==> src/rtl/frame_ram_arbiter_pkg.sv <==
// Shared types and defaults for the frame RAM arbiter: geometry, grant encoding,
// and a range-check helper used on both request paths.
package frame_ram_pkg;
    localparam int ADDR_W_DEF = 17;
    localparam int DATA_W_DEF = 16;
    localparam int IMAGE_SIZE = 76800;
    localparam int FB_DEPTH   = IMAGE_SIZE;

    typedef enum logic [1:0] {GNT_NONE, GNT_RD, GNT_WR} grant_e;

    function automatic logic in_range(input logic [31:0] addr, input logic [31:0] depth);
        return addr < depth;
    endfunction
endpackage

==> src/rtl/frame_ram_arbiter_if.sv <==
// Bus bundle between the load/scan clients, the frame RAM and the arbiter.
// slave = arbiter side, master = everything around it.
interface frame_ram_arbiter_if
    import frame_ram_pkg::*;
#(
    parameter int ADDR_W = ADDR_W_DEF,
    parameter int DATA_W = DATA_W_DEF
);
    logic              wr_req;
    logic [ADDR_W-1:0] wr_addr;
    logic [DATA_W-1:0] wr_data;
    logic              wr_ready;
    logic              rd_req;
    logic [ADDR_W-1:0] rd_addr;
    logic              rd_ready;
    logic              rd_valid;
    logic [DATA_W-1:0] rd_data;
    logic              ram_en;
    logic              ram_we;
    logic [ADDR_W-1:0] ram_addr;
    logic [DATA_W-1:0] ram_wdata;
    logic [DATA_W-1:0] ram_rdata;
    logic              err_addr;

    modport slave (
        input  wr_req, wr_addr, wr_data, rd_req, rd_addr, ram_rdata,
        output wr_ready, rd_ready, rd_valid, rd_data,
               ram_en, ram_we, ram_addr, ram_wdata, err_addr
    );

    modport master (
        output wr_req, wr_addr, wr_data, rd_req, rd_addr, ram_rdata,
        input  wr_ready, rd_ready, rd_valid, rd_data,
               ram_en, ram_we, ram_addr, ram_wdata, err_addr
    );
endinterface

==> src/rtl/frame_ram_arbiter_wr_skid_fifo.sv <==
// Two-entry write buffer. The caller only pushes when count_o < 2 and only
// pops when count_o != 0, so no internal overflow guarding is needed.
module wr_skid_fifo #(
    parameter int W = 33
) (
    input  logic         clk_i,
    input  logic         rst_i,
    input  logic         push_i,
    input  logic         pop_i,
    input  logic [W-1:0] din_i,
    output logic [W-1:0] head_o,
    output logic [1:0]   count_o
);
    logic [W-1:0] mem_q [2];
    logic         wptr_q, rptr_q;
    logic [1:0]   count_q;

    always_ff @(posedge clk_i or posedge rst_i) begin
        if (rst_i) begin
            wptr_q  <= 1'b0;
            rptr_q  <= 1'b0;
            count_q <= 2'd0;
        end else begin
            if (push_i) wptr_q <= ~wptr_q;
            if (pop_i)  rptr_q <= ~rptr_q;
            count_q <= count_q + {1'b0, push_i} - {1'b0, pop_i};
        end
    end

    always_ff @(posedge clk_i) begin
        if (push_i) mem_q[wptr_q] <= din_i;
    end

    assign head_o  = mem_q[rptr_q];
    assign count_o = count_q;
endmodule

==> src/rtl/frame_ram_arbiter.sv <==
// Shares one single-port frame RAM between the SD-load write stream and the VGA
// read stream. Reads win unless a queued write has waited MAX_WR_WAIT cycles.
module frame_ram_arbiter
    import frame_ram_pkg::*;
#(
    parameter int ADDR_W      = ADDR_W_DEF,
    parameter int DATA_W      = DATA_W_DEF,
    parameter int FB_DEPTH    = IMAGE_SIZE,
    parameter int RAM_LATENCY = 1,
    parameter int MAX_WR_WAIT = 4
) (
    input  logic                clk_100MHz,
    input  logic                rst,
    frame_ram_arbiter_if.slave  bus
);
    localparam int SW = $clog2(MAX_WR_WAIT + 1);

    logic [ADDR_W+DATA_W-1:0] fifo_head;
    logic [1:0]               fifo_cnt;
    logic                     fifo_ne, force_wr, wr_push, wr_inr, rd_inr, rd_acc;
    grant_e                   gnt;
    logic [SW-1:0]            starve_q, starve_d;

    logic                     ram_en_q, ram_we_q, err_q, rd_valid_q;
    logic [ADDR_W-1:0]        ram_addr_q;
    logic [DATA_W-1:0]        ram_wdata_q, rd_data_q;
    logic [RAM_LATENCY:0]     vld_pipe_q, oor_pipe_q;

    assign fifo_ne  = (fifo_cnt != 2'd0);
    assign force_wr = fifo_ne && (starve_q == SW'(MAX_WR_WAIT));
    assign wr_inr   = in_range(32'(bus.wr_addr), 32'(FB_DEPTH));
    assign rd_inr   = in_range(32'(bus.rd_addr), 32'(FB_DEPTH));
    assign wr_push  = bus.wr_req & bus.wr_ready;
    assign rd_acc   = (gnt == GNT_RD);

    // Out-of-range writes complete the handshake but never enter the queue.
    wr_skid_fifo #(.W(ADDR_W + DATA_W)) u_wr_fifo (
        .clk_i   (clk_100MHz),
        .rst_i   (rst),
        .push_i  (wr_push & wr_inr),
        .pop_i   (gnt == GNT_WR),
        .din_i   ({bus.wr_addr, bus.wr_data}),
        .head_o  (fifo_head),
        .count_o (fifo_cnt)
    );

    always_comb begin
        gnt = GNT_NONE;
        if (force_wr)        gnt = GNT_WR;
        else if (bus.rd_req) gnt = GNT_RD;
        else if (fifo_ne)    gnt = GNT_WR;
    end

    always_comb begin
        starve_d = '0;
        if (fifo_ne && gnt != GNT_WR)
            starve_d = (starve_q == SW'(MAX_WR_WAIT)) ? starve_q : starve_q + SW'(1);
    end

    always_ff @(posedge clk_100MHz or posedge rst) begin
        if (rst) begin
            ram_en_q    <= 1'b0;
            ram_we_q    <= 1'b0;
            ram_addr_q  <= '0;
            ram_wdata_q <= '0;
            starve_q    <= '0;
            err_q       <= 1'b0;
            vld_pipe_q  <= '0;
            oor_pipe_q  <= '0;
            rd_valid_q  <= 1'b0;
            rd_data_q   <= '0;
        end else begin
            ram_en_q <= (gnt == GNT_WR) || (rd_acc && rd_inr);
            ram_we_q <= (gnt == GNT_WR);
            if (gnt == GNT_WR) begin
                ram_addr_q  <= fifo_head[ADDR_W+DATA_W-1 -: ADDR_W];
                ram_wdata_q <= fifo_head[DATA_W-1:0];
            end else if (rd_acc && rd_inr) begin
                ram_addr_q  <= bus.rd_addr;
            end
            starve_q   <= starve_d;
            err_q      <= err_q | (wr_push & ~wr_inr) | (rd_acc & ~rd_inr);
            // Out-of-range reads ride the same pipe so they return in order with zero data.
            vld_pipe_q <= {vld_pipe_q[RAM_LATENCY-1:0], rd_acc};
            oor_pipe_q <= {oor_pipe_q[RAM_LATENCY-1:0], ~rd_inr};
            rd_valid_q <= vld_pipe_q[RAM_LATENCY];
            if (vld_pipe_q[RAM_LATENCY])
                rd_data_q <= oor_pipe_q[RAM_LATENCY] ? '0 : bus.ram_rdata;
        end
    end

    assign bus.wr_ready  = (fifo_cnt < 2'd2);
    assign bus.rd_ready  = ~force_wr;
    assign bus.rd_valid  = rd_valid_q;
    assign bus.rd_data   = rd_data_q;
    assign bus.ram_en    = ram_en_q;
    assign bus.ram_we    = ram_we_q;
    assign bus.ram_addr  = ram_addr_q;
    assign bus.ram_wdata = ram_wdata_q;
    assign bus.err_addr  = err_q;
endmodule

==> src/flat_wrapper.sv <==
// flat-port wrapper written by rule: the top's interface ports become plain ports
module frame_ram_arbiter_flat import frame_ram_pkg::*;
#(
    parameter int ADDR_W      = ADDR_W_DEF,
    parameter int DATA_W      = DATA_W_DEF,
    parameter int FB_DEPTH    = IMAGE_SIZE,
    parameter int RAM_LATENCY = 1,
    parameter int MAX_WR_WAIT = 4
)
  (clk_100MHz, rst, bus_wr_req, bus_wr_addr, bus_wr_data, bus_rd_req, bus_rd_addr, bus_ram_rdata, bus_wr_ready, bus_rd_ready, bus_rd_valid, bus_rd_data, bus_ram_en, bus_ram_we, bus_ram_addr, bus_ram_wdata, bus_err_addr);
  frame_ram_arbiter_if #(.ADDR_W(ADDR_W), .DATA_W(DATA_W)) bus_i ();
  input  logic clk_100MHz;
  input  logic rst;
  input wire logic [$bits(bus_i.wr_req)-1:0] bus_wr_req;
  input wire logic [$bits(bus_i.wr_addr)-1:0] bus_wr_addr;
  input wire logic [$bits(bus_i.wr_data)-1:0] bus_wr_data;
  input wire logic [$bits(bus_i.rd_req)-1:0] bus_rd_req;
  input wire logic [$bits(bus_i.rd_addr)-1:0] bus_rd_addr;
  input wire logic [$bits(bus_i.ram_rdata)-1:0] bus_ram_rdata;
  output wire logic [$bits(bus_i.wr_ready)-1:0] bus_wr_ready;
  output wire logic [$bits(bus_i.rd_ready)-1:0] bus_rd_ready;
  output wire logic [$bits(bus_i.rd_valid)-1:0] bus_rd_valid;
  output wire logic [$bits(bus_i.rd_data)-1:0] bus_rd_data;
  output wire logic [$bits(bus_i.ram_en)-1:0] bus_ram_en;
  output wire logic [$bits(bus_i.ram_we)-1:0] bus_ram_we;
  output wire logic [$bits(bus_i.ram_addr)-1:0] bus_ram_addr;
  output wire logic [$bits(bus_i.ram_wdata)-1:0] bus_ram_wdata;
  output wire logic [$bits(bus_i.err_addr)-1:0] bus_err_addr;
  assign bus_i.wr_req = bus_wr_req;
  assign bus_i.wr_addr = bus_wr_addr;
  assign bus_i.wr_data = bus_wr_data;
  assign bus_i.rd_req = bus_rd_req;
  assign bus_i.rd_addr = bus_rd_addr;
  assign bus_i.ram_rdata = bus_ram_rdata;
  assign bus_wr_ready = bus_i.wr_ready;
  assign bus_rd_ready = bus_i.rd_ready;
  assign bus_rd_valid = bus_i.rd_valid;
  assign bus_rd_data = bus_i.rd_data;
  assign bus_ram_en = bus_i.ram_en;
  assign bus_ram_we = bus_i.ram_we;
  assign bus_ram_addr = bus_i.ram_addr;
  assign bus_ram_wdata = bus_i.ram_wdata;
  assign bus_err_addr = bus_i.err_addr;
  frame_ram_arbiter #(.ADDR_W(ADDR_W), .DATA_W(DATA_W), .FB_DEPTH(FB_DEPTH), .RAM_LATENCY(RAM_LATENCY), .MAX_WR_WAIT(MAX_WR_WAIT)) u_core (.clk_100MHz(clk_100MHz), .rst(rst), .bus(bus_i));
endmodule
==> config.mk <==
export PLATFORM = sky130hd
export DESIGN_NAME = frame_ram_arbiter_flat
export DESIGN_NICKNAME = d
export VERILOG_FILES = /design/src/rtl/frame_ram_arbiter_pkg.sv /design/src/rtl/frame_ram_arbiter_if.sv /design/src/rtl/frame_ram_arbiter_wr_skid_fifo.sv /design/src/rtl/frame_ram_arbiter.sv /design/src/flat_wrapper.sv
export SDC_FILE = /design/constraint.sdc
export NUM_CORES = 1
export LEC_CHECK = 0
export CORE_ASPECT_RATIO = 1.1
export CORE_MARGIN = 3
export CORE_UTILIZATION = 45
export DETAILED_ROUTE_END_ITERATION = 10
export PLACE_DENSITY_LB_ADDON = 0.15
export SYNTH_ARGS = -nofsm -noshare
export SYNTH_HDL_FRONTEND = slang
export SYNTH_SLANG_ARGS = --single-unit
==> constraint.sdc <==
create_clock -name clk_100MHz -period 3.4 [get_ports clk_100MHz]
set_clock_uncertainty 0.15 [all_clocks]
set_input_delay 0.34 -clock clk_100MHz [delete_from_list [all_inputs] [get_ports clk_100MHz]]
set_output_delay 0.34 -clock clk_100MHz [all_outputs]
set_load 0.01 [all_outputs]
==> metrics.yaml, run 1 <==
place.gp.congestion: 0.7552
hold_viol: 0
p_per_area_mw_per_mm2: 805.2
drive_gt1_share_pct: 19.71
dieArea_mm2: 0.01251
synthCells: 331
cts-buffers-inserted: 17
synthXorXnorAreaFrac_pct: 0.5212
cts_resized: 0
synth-simple-area-share_pct: 4.046
rows: 39
num_vias: 3039
grt_pass1_wl_mm: 16.67
hold_class: "flip-flop to flip-flop"
firstDrtPassIters: 4
yosysUniqueCellTypes: 29
final.setup.tns_ns: 0
worst_slew_pin_slew_ns: 0.9111
synth_warnings: 0
grt_pass1_vias: 3375
clkLatencyLatePin_ns: 0.40
synth.area.mux_share_pct: 14.99
postRouteAntennaNets: 0
syn_nets: 403
grtUsageTotal_pct: 17.57
ys_ff_latch: 130
first_iter_violations: 109
ir_worst_vdd_uv: 427.5
period_minus_slack_ns: 2.367
finalPower_uw: 5694
relSlewSlack_pct: 39.14
path_clk_slew_ns: 0.05
cts_max_level: 4
rsz0062_at_grt: "false"
grt_overflow_total: 0
drc_errors: 0
crit_path_end_kind: "flip-flop"
cap_violations: 0
crit_path_start_kind: "primary input"
core_mm2: 0.01064
setup_violations: 0
post-route-util_pct: 66.47
cp.arrival_ns: 2.31
place_area_mm2: 0.006454
grt_max_degree: 65
maxSlewViolCount: 0
die_w_um: 106.9
syn_avg_cell_area_um2: 15.23
antennaDiodeCount: 0
fmaxAchievable_ghz: 0.4225
postCtsSetupRepairBufs: 0
cts_tree: "done"
fin_nets: 541
critPathMaxFanout: 21
post-place-cells: 593
min_period_over_period_pct: 69.61
clkSinkCount: 130
syn_area_mm2: 0.005041
root_buffer: "clkbuf_16"
start_util_pct: 47.39
numPortBuffers: 124
clockBufferDepth: 2
crit_type: "primary input to flip-flop"
power_leakage_uw: 0.002756
synthToLayoutAreaGrowth_pct: 40.26
cts_hold_buf: 0
io_pins: 125
drt-vias-per-instance: 4.862
status: "complete, no violations"
final_common_cell: "clkdlybuf4s50_1"
required_ns: 3.35
synth-adder-area-share_pct: 0.4964
synth_top_family_by_area: "multiplexers"
drt-wirelength-per-cell_um: 16.38
synth_compound_gate_area_share_pct: 5.336
layout_common_cells: "124 x clkdlybuf4s50_1, 66 x edfxtp_1, 63 x dfrtp_1"
routed_wl_mm: 10.24
dp_hpwl_mm: 6.903
fin_cells: 625
seq_area_frac_synth_pct: 71.08
antenna_found_initial: 0
design_area_mm2: 0.007071
die-height_um: 117.0
==> where the power goes <==
group,internal [uW],switching (uW),total (uW)
sequential,2040,265,2310
clock,1250,614,1860
combinational,905,618,1520
total,4200,1500,5690
==> per-stage QoR <==
step | hold slack [ns] | setup WS, ns
global route | 0.1999 | 0.8977
CTS | 0.1921 | 1.030
global placement | 0.1865 | 0.7204
detailed placement | 0.1847 | 0.6432
floorplan | 0.1812 | 0.1515
finish | 0.1914 | 1.033
==> synth_stat cells (all sizes together) <==
cell type | number | share of area [%]
a211o | 1 | 0.17
a21boi | 1 | 0.37
a21o | 1 | 0.15
a21oi | 20 | 2.0
a31o | 1 | 0.17
and2 | 3 | 0.37
buf | 10 | 1.7
clkbuf | 2 | 0.15
dfrtp | 64 | 32
edfxtp | 66 | 39
ha | 2 | 0.50
inv | 22 | 1.6
mux2 | 51 | 12
mux2i | 17 | 3.4
nand2 | 19 | 1.4
nor2 | 23 | 1.9
nor2b | 2 | 0.25
nor3 | 1 | 0.099
o211ai | 1 | 0.15
o21ai | 19 | 2.0
o22ai | 2 | 0.37
xnor2 | 1 | 0.17
xor2 | 2 | 0.35
==> cell type report <==
| cell class | instances | area, um2 |
|---|---|---|
| sequential | 130 | 3585 |
| timing repair buffer | 131 | 1319 |
| multi-input combinational | 167 | 1289 |
| tap | 143 | 178.9 |
| clock inverter | 13 | 163.9 |
| clock buffer | 19 | 452.9 |
| fill | 820 | 3567 |
| inverter | 22 | 82.58 |
==> worst paths after layout <==
check,from,end,slack (ns),cells past startpoint
worst max-delay path,bus_wr_addr[10],u_core.u_wr_fifo.mem_q[0][12],1.03,7
worst min-delay path,u_core.oor_pipe_q[0],u_core.oor_pipe_q[1],0.19,0
worst max register to register,u_core.starve_q[0],u_core.bus.ram_addr[14],1.10,6
worst min register to register,u_core.oor_pipe_q[0],u_core.oor_pipe_q[1],0.19,0
max in group asynchronous,rst,u_core.u_wr_fifo.rptr_q,2.14,3
min in group asynchronous,rst,u_core.bus.ram_addr[3],0.37,3
==> state kept, by name, summed over array words and instances, names as in the netlist, 2 cells and up <==
signal / count
u_core.u_wr_fifo.mem_q: 66
u_core.bus.ram_addr: 17
u_core.bus.ram_wdata: 16
u_core.bus.rd_data: 16
u_core.starve_q: 3
u_core.oor_pipe_q: 2
u_core.u_wr_fifo.count_o: 2
u_core.vld_pipe_q: 2
==> worst max-delay path: stages <==
cell	delay, ns
clkdlybuf4s50_1	0.45
a21o_1	0.20
a211o_1	0.33
a21oi_1	0.17
buf_4	0.16
nor2b_4	0.43
buf_12	0.24
==> cell families (layout without fill, tap and decap cells) <==
group,after synthesis,in the layout
simple gates,48,48
compound gates,46,46
flops,130,130
mux,68,68
buf+inv,34,185
xor+xnor,3,3
fa+ha+maj,2,2
==> layer usage <==
layer | global-route usage (%) | wire [um] | vias up
met5 | 0 | 0 | -
met4 | 6.905 | 106 | 0
met3 | 4.717 | 510 | 8
met2 | 30.90 | 5373 | 86
met1 | 20.75 | 4250 | 1485
li1 | - | - | 1460
(Power assumes the default switching activity.)
==> run 2, diff against run 1 <==
--- a/config.mk
+++ b/config.mk
@@ -7,7 +7,7 @@
 export LEC_CHECK = 0
 export CORE_ASPECT_RATIO = 1.1
 export CORE_MARGIN = 3
-export CORE_UTILIZATION = 45
+export CORE_UTILIZATION = 44
 export DETAILED_ROUTE_END_ITERATION = 10
 export PLACE_DENSITY_LB_ADDON = 0.15
 export SYNTH_ARGS = -nofsm -noshare
==> constraint.sdc (replaced) <==
create_clock -name clk_100MHz -period 2.1 [get_ports clk_100MHz]
set_clock_uncertainty 0.15 [all_clocks]
set_input_delay 0.21 -clock clk_100MHz [delete_from_list [all_inputs] [get_ports clk_100MHz]]
set_output_delay 0.21 -clock clk_100MHz [all_outputs]
set_load 0.01 [all_outputs]
==> run 2 against run 1 <==
Net effect:
- worst setup slack worse by 0.88 ns
- global-route usage down 0.62 points
- via count up 0.49%
- largest cell class unchanged
- largest power group unchanged
- final cell count up 2.7%
- critical endpoint is now u_core.bus.ram_addr[1]
==> metrics.yaml, run 2 (synthesis results as in run 1) <==
status: "complete, no violations"
rsz0062_at_grt: "false"
setup_violations: 0  # unchanged
finalPower_uw: 8944  # +57%
drive_gt1_share_pct: 22.02  # +2.3 points
nFillCells: 826  # +0.73%
multi_input_area_mm2: 0.001292  # +0.29%
final_common_cell: "clkdlybuf4s50_1"
num_vias: 3054  # +0.49%
clkSinkCount: 130  # unchanged
place.gp.congestion: 0.7260  # -3.9%
drt-wirelength-per-cell_um: 15.61  # -4.7%
worst-path-buf-inv: 2  # -1
relSlewSlack_pct: 40.10  # +0.97 points
first_iter_violations: 138  # +27%
worst_slew_pin_slew_ns: 0.8966  # -0.01449 ns
critPathMaxFanout: 14  # -33%
crit_path_start_kind: "flip-flop"
antenna_found_initial: 0  # unchanged
grt_overflow_total: 0  # unchanged
design_area_mm2: 0.007171  # +1.4%
grt_pass1_wl_mm: 16.42  # -1.5%
crit_top_cell: "mux2_2"
maxSlewViolCount: 0  # unchanged
cp.arrival_ns: 2.09  # -0.22 ns
slowest_delay_ns: 0.39  # -0.06 ns
postRouteAntennaNets: 0  # unchanged
required_ns: 2.24  # -1.11 ns
worstPathCellList: "inv_1, ha_1, a21boi_4, nor2_4, buf_12, mux2_2, mux2_2"
grtUsageTotal_pct: 16.95  # -0.62 points
place_area_mm2: 0.006635  # +2.8%
cts_max_level: 4  # unchanged
core_mm2: 0.01106  # +4.0%
min_period_over_period_pct: 92.89
die_w_um: 108.1  # +1.1%
cts-buffers-inserted: 17  # unchanged
regMostFlops: "u_core.u_wr_fifo.mem_q"
seq_area_mm2: 0.003585  # unchanged
p_per_area_mw_per_mm2: 1247  # +55%
postCtsSetupRepairBufs: 0  # unchanged
largest_register_ffs: 66  # unchanged
io_pins: 125  # unchanged
start_util_pct: 45.58  # -1.8 points
grt_max_degree: 65  # unchanged
dieArea_mm2: 0.01278  # +2.2%
dp_hpwl_mm: 7.243  # +4.9%
cts_tree: "done"
drt-vias-per-instance: 4.757  # -2.2%
power_leakage_uw: 0.002807  # +1.9%
clockBufferDepth: 2  # unchanged
grt_pass1_vias: 3289  # -2.5%
ir_worst_vdd_uv: 649.2  # +52%
critPathSlowestCell: "dfrtp_1"
routed_wl_mm: 10.02  # -2.1%
path_clk_slew_ns: 0.05  # about the same
antennaDiodeCount: 0  # unchanged
clkLatencyLatePin_ns: 0.40  # about the same
hold_viol: 0  # unchanged
final.setup.tns_ns: 0  # unchanged
die-height_um: 118.3  # +1.1%
fin_nets: 554  # +2.4%
synthToLayoutAreaGrowth_pct: 42.24
root_buffer: "clkbuf_16"
rows: 40  # +2.6%
fmaxAchievable_ghz: 0.5126
cap_violations: 0  # unchanged
crit_path_end_kind: "flip-flop"
drc_errors: 0  # unchanged
layout_common_cells: "123 x clkdlybuf4s50_1, 66 x edfxtp_1, 63 x dfrtp_1"
numPortBuffers: 124  # unchanged
hold_class: "primary input to asynchronous set/reset pin"
period_minus_slack_ns: 1.951
firstDrtPassIters: 5  # +1
crit_type: "flip-flop to flip-flop"
path_delay_family: "multiplexers"
-- run 2: cell count changes in the layout (fill, tap and decap cells not counted), sizes merged --
| cell | previous run | this run |
|---|---|---|
| buf | 7 | 20 |
| dlygate4sd2 | 0 | 1 |
| bufinv | 4 | 1 |
| clkdlybuf4s50 | 124 | 123 |
| clkinv | 7 | 10 |
-- run 2: stage by stage --
step           instances  utilization, %  hold WS [ns]  worst slack, ns
6_report             642           64.83       0.06660           0.1493
5_1_grt              642           64.83        0.1283          0.07951
4_1_cts              642           64.83       0.08232           0.1339
3_5_place_dp         610           59.99        0.1941          -0.1153
3_3_place_gp         610           59.99        0.1859         -0.06253
2_1_floorplan        331               -        0.1589          0.04262
-- run 2: power breakdown --
part | internal, uW | switching, uW | leakage [uW]
Clock | 1630 | 982 | 0.000262
Sequential | 3310 | 292 | 0.00137
Combinational | 1600 | 1140 | 0.00118
Total | 6530 | 2410 | 0.00281
-- run 2: worst register-to-register path, delay by kind of cell (launching register included) --
kind | cells | cell delay (ns)
AO/OA/AOI/OAI | 1 | 0.11
adder cells (fa/ha/maj) | 1 | 0.23
buffers and inverters | 2 | 0.22
flip-flops | 1 | 0.39
multiplexers | 2 | 0.61
AND/OR/NAND/NOR | 1 | 0.12
-- run 2: per-layer routing --
metal  global-route usage (%)  routed length (um)  part of all wire, %
met1                    19.79                4049                   40
met3                    4.915                 529                  5.3
met2                    29.51                5292                   53
met4                    5.919                 149                  1.5
met5                        0                   0                    0
-- run 2: cell type report --
type,instances,area share [%]
clock inverter,13,1.309
timing repair buffer,144,20.78
tap,147,2.565
clock buffer,19,6.177
sequential,130,49.99
inverter,22,1.152
multi-input combinational,167,18.02
-- run 2: timing repair --
item	CTS	global route
endpoints found under the setup margin	1	0
hold buffers	0	0
gates resized for setup	1	0
-- run 2: final timing paths --
| path | start | end | slack, ns | depth (start not counted) |
|---|---|---|---|---|
| max | u_core.starve_q[0] | u_core.bus.ram_addr[1] | 0.15 | 7 |
| min | rst | u_core.bus.rd_data[15] | 0.07 | 3 |
| max reg2reg | u_core.starve_q[0] | u_core.bus.ram_addr[1] | 0.15 | 7 |
| min reg2reg | u_core.oor_pipe_q[0] | u_core.oor_pipe_q[1] | 0.20 | 0 |
| max in group asynchronous | rst | u_core.u_wr_fifo.wptr_q | 1.46 | 3 |
| min in group clk_100MHz | u_core.oor_pipe_q[0] | u_core.oor_pipe_q[1] | 0.20 | 0 |
==> run 3, diff against run 2 <==
--- a/config.mk
+++ b/config.mk
@@ -5,7 +5,6 @@
 export SDC_FILE = /design/constraint.sdc
 export NUM_CORES = 1
 export LEC_CHECK = 0
-export CORE_ASPECT_RATIO = 1.1
 export CORE_MARGIN = 3
 export CORE_UTILIZATION = 44
 export DETAILED_ROUTE_END_ITERATION = 10
==> run 3 against run 2 <==
Net effect:
- the flow now finishes with violations (hold timing)
- wire length fell by 0.28%
- clock power grew 12%
- final cell count decreased by 0.93%
- sequential power is 1% higher
- worst hold slack worse by 0.070 ns
- combinational power is 3% lower
- maximum frequency shrank 2.4%
- critical path type unchanged
==> metrics.yaml, run 3 (synthesis results as in run 1) <==
status: "finished with violations"
violations: "hold timing"
met2_usage_pct: 27.25  # -2.3 points
grt_pass1_vias: 3353  # +1.9%
clockBufferDepth: 2  # unchanged
die_w_um: 113.0  # +4.6%
cts_tree: "done"
p_comb_share_pct: 28.8  # -1.8 points
dieArea_mm2: 0.01278  # about the same
die-height_um: 113.0  # -4.4%
fin_cells: 636  # -0.93%
relSlewSlack_pct: 36.47  # -3.6 points
cp.arrival_ns: 2.14  # +0.05 ns
rows: 38  # -5.0%
grtUsageMet1_pct: 21.43  # +1.6 points
antennaDiodeCount: 0  # unchanged
cts_max_level: 4  # unchanged
required_ns: 2.24  # about the same
final_common_cell: "clkdlybuf4s50_1"
postRouteAntennaNets: 0  # unchanged
num_vias: 3077  # +0.75%
crit_path_end_kind: "flip-flop"
p_per_area_mw_per_mm2: 1281  # +2.7%
grt_max_degree: 25  # -62%
numPortBuffers: 124  # unchanged
grt_overflow_total: 0  # unchanged
fmaxAchievable_ghz: 0.5003  # -2.4%
path_delay_family: "multiplexers"
p_seq_share_pct: 39.5  # -0.7 points
layout_common_cells: "123 x clkdlybuf4s50_1, 66 x edfxtp_1, 63 x dfrtp_1"
clkSinkCount: 130  # unchanged
grtUsageTotal_pct: 16.78  # -0.17 points
worst-path-buf-inv: 2  # unchanged
cts-buffers-inserted: 17  # unchanged
setup_violations: 0  # unchanged
crit_type: "flip-flop to flip-flop"
cap_violations: 0  # unchanged
place.gp.congestion: 0.8055  # +11%
drc_errors: 0  # unchanged
grtUsageMet3_pct: 5.348  # +0.43 points
power_leakage_uw: 0.002828  # +0.75%
first_iter_violations: 158  # +14%
crit_path_start_kind: "flip-flop"
worst_slew_pin_slew_ns: 0.9510  # +0.05437 ns
period_minus_slack_ns: 1.999  # +0.04805 ns
p_clk_share_pct: 31.7  # +2.5 points
grt_busiest_layer: "met2"
worst_slack_ns: 0.1013  # -0.04806 ns
hold_class: "primary input to asynchronous set/reset pin"
drive_gt1_share_pct: 23.19  # +1.2 points
hold_viol: 12  # +12
critPathMaxFanout: 19  # +5
post-place-cells: 604  # -0.98%
min_period_over_period_pct: 95.18  # +2.3 points
drt-vias-per-instance: 4.838  # +1.7%
maxSlewViolCount: 0  # unchanged
cts_hold_buf: 0  # unchanged
slowest_delay_ns: 0.40  # about the same
timing.hold.ws_ns: -0.003630  # -0.07023 ns
net-switching-power_uw: 2572  # +6.6%
routed_wl_mm: 9.993  # -0.28%
drt-wirelength-per-cell_um: 15.71  # +0.66%
intPower_uw: 6642  # +1.7%
root_buffer: "clkbuf_16"
fin_nets: 555  # +0.18%
synthToLayoutAreaGrowth_pct: 42.64
ir_worst_vdd_uv: 778.3  # +20%
place_ws_ns: -0.1466  # -0.03127 ns
dp_hpwl_mm: 7.142  # -1.4%
rsz0062_at_grt: "false"
nFillCells: 855  # +3.5%
antenna_found_initial: 0  # unchanged
critPathSlowestCell: "dfrtp_1"
clkLatencyLatePin_ns: 0.40  # about the same
p_sw_share_pct: 27.91  # +0.94 points
grt_pass1_wl_mm: 16.66  # +1.5%
final.setup.tns_ns: 0  # unchanged
core_mm2: 0.01103  # -0.27%
r2r_setup_slack_ns: 0.10  # -0.05 ns
firstDrtPassIters: 4  # -1
path_clk_slew_ns: 0.06  # about the same
worstPathCellList: "inv_1, ha_1, a21boi_4, nor2_4, buf_12, mux2_2, mux2_2"
regMostFlops: "u_core.u_wr_fifo.mem_q"
io_pins: 125  # unchanged
largest_register_ffs: 66  # unchanged
crit_top_cell: "mux2_2"
post-route-util_pct: 65.19  # +0.36 points
start_util_pct: 45.70  # +0.12 points
-- run 3: cell types whose count changed in the layout (fill, tap and decap cells not counted) --
cell	previous run	this run
buf_12	8	5
buf_4	12	16
bufinv_16	1	2
clkbuf_1	1	0
clkbuf_8	1	0
clkinv_1	4	0
clkinv_2	5	1
clkinv_4	1	2
inv_6	0	7
inv_8	0	1
-- run 3: per-layer routing --
metal  up-vias  share of wire [%]
met5         -                  0
met4         0                1.5
met3        14                6.4
met2       105                 48
met1      1478                 44
li1       1480                  -
-- run 3: stage by stage --
step / hold slack [ns] / power [uW] / instance area [um2]
detailed placement: 0.1847 / 6384 / 6596
global route: 0.03937 / 9699 / 7191
finish: -0.003630 / 9214 / 7191
CTS: 0.006276 / 9326 / 7191
global placement: 0.1850 / 6327 / 6596
floorplan: 0.1589 / 5106 / 5054
-- run 3: power groups by stage --
stage	registers, uW	clock network, uW	logic [uW]
final	3640	2920	2650
after global routing	3730	3100	2870
after CTS	3650	2970	2700
after detailed placement	3700	0	2690
after global placement	3680	0	2650
after floorplan	3760	0	1340
-- run 3: cell type report --
type | count | area (um2) | area share [%]
Multi-Input combinational cell | 167 | 1292 | 17.97
Inverter | 22 | 82.58 | 1.148
Tap cell | 140 | 175.2 | 2.436
Clock inverter | 15 | 170.2 | 2.366
Clock buffer | 17 | 425.4 | 5.916
Timing Repair Buffer | 145 | 1460 | 20.31
Sequential cell | 130 | 3585 | 49.85
-- run 3: path summary, 6_finish.rpt --
| kind | start | cells after the start | to |
|---|---|---|---|
| setup / recovery | u_core.starve_q[0] | 7 | u_core.bus.ram_addr[16] |
| hold / removal | rst | 2 | u_core.bus.ram_addr[0] |
| setup reg to reg | u_core.starve_q[0] | 7 | u_core.bus.ram_addr[16] |
| hold reg to reg | u_core.oor_pipe_q[0] | 0 | u_core.oor_pipe_q[1] |
| max in group asynchronous | rst | 3 | u_core.u_wr_fifo.rptr_q |
| min in group clk_100MHz | u_core.oor_pipe_q[0] | 0 | u_core.oor_pipe_q[1] |
-- run 3: what timing repair did --
action / in CTS / in global routing
buffers inserted: 0 / 0
resized for setup: 1 / 0
setup endpoints to repair: 1 / 0
==> edit, RTL diff (config.mk and constraints of run 2) <==
`MAX_WR_WAIT` is set to 4 in 2 places; all go to 2.
--- a/src/rtl/frame_ram_arbiter.sv
+++ b/src/rtl/frame_ram_arbiter.sv
@@ -9,3 +9,3 @@
     parameter int RAM_LATENCY = 1,
-    parameter int MAX_WR_WAIT = 4
+    parameter int MAX_WR_WAIT = 2
 ) (
--- a/src/flat_wrapper.sv
+++ b/src/flat_wrapper.sv
@@ -7,3 +7,3 @@
     parameter int RAM_LATENCY = 1,
-    parameter int MAX_WR_WAIT = 4
+    parameter int MAX_WR_WAIT = 2
 )
Behaviour: not the same (a bounded check fails within 4 cycles, from zero or initial values and one cycle with rst high).
==> edit against run 2 <==
Sequential share of layout area down 1.8 points; worst setup slack lost 0.13 ns; count of clock-buffer cells in the layout rose by 3; power grew 15%; non-clock buffer count up 2; sequential cell count shrank 1; combinational power up 19%; clock power grew 32%; area after synthesis up 0.84%; design area up 2.9%; wire length is 1.3% higher; via count shrank 0.49%; global-route usage down 0.25 points.
==> edit: results (changes against run 2) <==
----------------------------------------------------
[Status]
  Status ... complete, no violations

[GRT]
  Maximum number of pins on one net before global-route repair ... 51 (-22%)
  Via count of the first global-routing pass ... 3,215 (-2.2%)
  First-pass GRT wire length ... 16.17 mm (-1.5%)

[Setup path]
  Worst-case register-to-register setup slack ... 0.02 ns (-0.13 ns)
  Worst EP arrival ... 2.22 ns (+0.13 ns)
  Crit Reg-Reg Endpoint ... u_core.bus.ram_addr[7]$_DFFE_PP0P_

[Placed design]
  Cell area after placement ... 6663 sq um (+0.41%)
  Instance count after placement with tap cells included ... 607 (-0.49%)
  Final GP Congestion ... 0.7697 (+6.0%)

[Logic synthesis]
  Fraction of the mapped netlist area in adder cells ... 0.4922% (-0.0042 points)
  Asr flop ratio synth ... 48.84% (-0.39 points)
  Xor/xnor share of the synthesized area ... 0.8614% (+0.34 points)
  Sequential-to-total area share from yosys stat ... 70.00% (-1.1 points)
  Commonest cells in the synthesized netlist ... 66 x sky130_fd_sc_hd__edfxtp_1, 63 x sky130_fd_sc_hd__dfrtp_1, 26 x sky130_fd_sc_hd__mux2_2
  Multiplexer share of the synthesized area ... 16.22% (+1.2 points)
  Post-Synthesis Cells ... 327 (-1.2%)

[Power and ir drop]
  LEAKAGE ... 2.951 nW (+5.1%)
  Peak supply drop ... 0.8672 mV (+34%)

[Hold path]
  Class of the tightest hold or removal check ... reg -> reg

[Cells and area]
  Filler cells ... 814 (-1.5%)
  Share of layout cells above drive strength 1 ... 22.31% (+0.29 points)
  Share of the core filled with cells in the final layout ... 66.42% (+1.6 points)
  Final standard cell count with taps included and fillers excluded ... 640 (-0.31%)

[Timing]
  Hold slack ... 0.2027 ns (+0.1361 ns)
  Period Utilization, post-route ... 98.94% (+6.1 points)

[Drt]
  Total via count in the routed design ... 3,039 (-0.49%)
  First DRT Iteration DRCs ... 140 (+1.4%)

----------------------------------------------------
edit: repair_timing:
item | CTS | global route
endpoints found under the hold margin | 13 | 0
gates resized for setup | 1 | 2
hold buffers | 1 | 0
setup endpoints to repair | 1 | 17
edit: area by class of cell:
| class | count | area share [%] |
|---|---|---|
| inverter | 22 | 1.119 |
| multi-input combinational | 164 | 18.38 |
| sequential | 129 | 48.24 |
| timing repair buffer | 146 | 20.26 |
| clock inverter | 10 | 3.086 |
| tap | 147 | 2.492 |
| clock buffer | 22 | 6.426 |
edit: power by group:
part,leakage (nW),total (mW),internal [mW],switching [mW]
clock,0.342,3.45,2.44,1.01
sequential,1.35,3.63,3.31,0.317
combinational,1.26,3.25,1.90,1.35
edit: metal layers:
metal	track usage (%)	wire, microns
met5	0	0
met4	7.103	187
met3	4.315	514
met2	26.89	4968
met1	21.23	4482
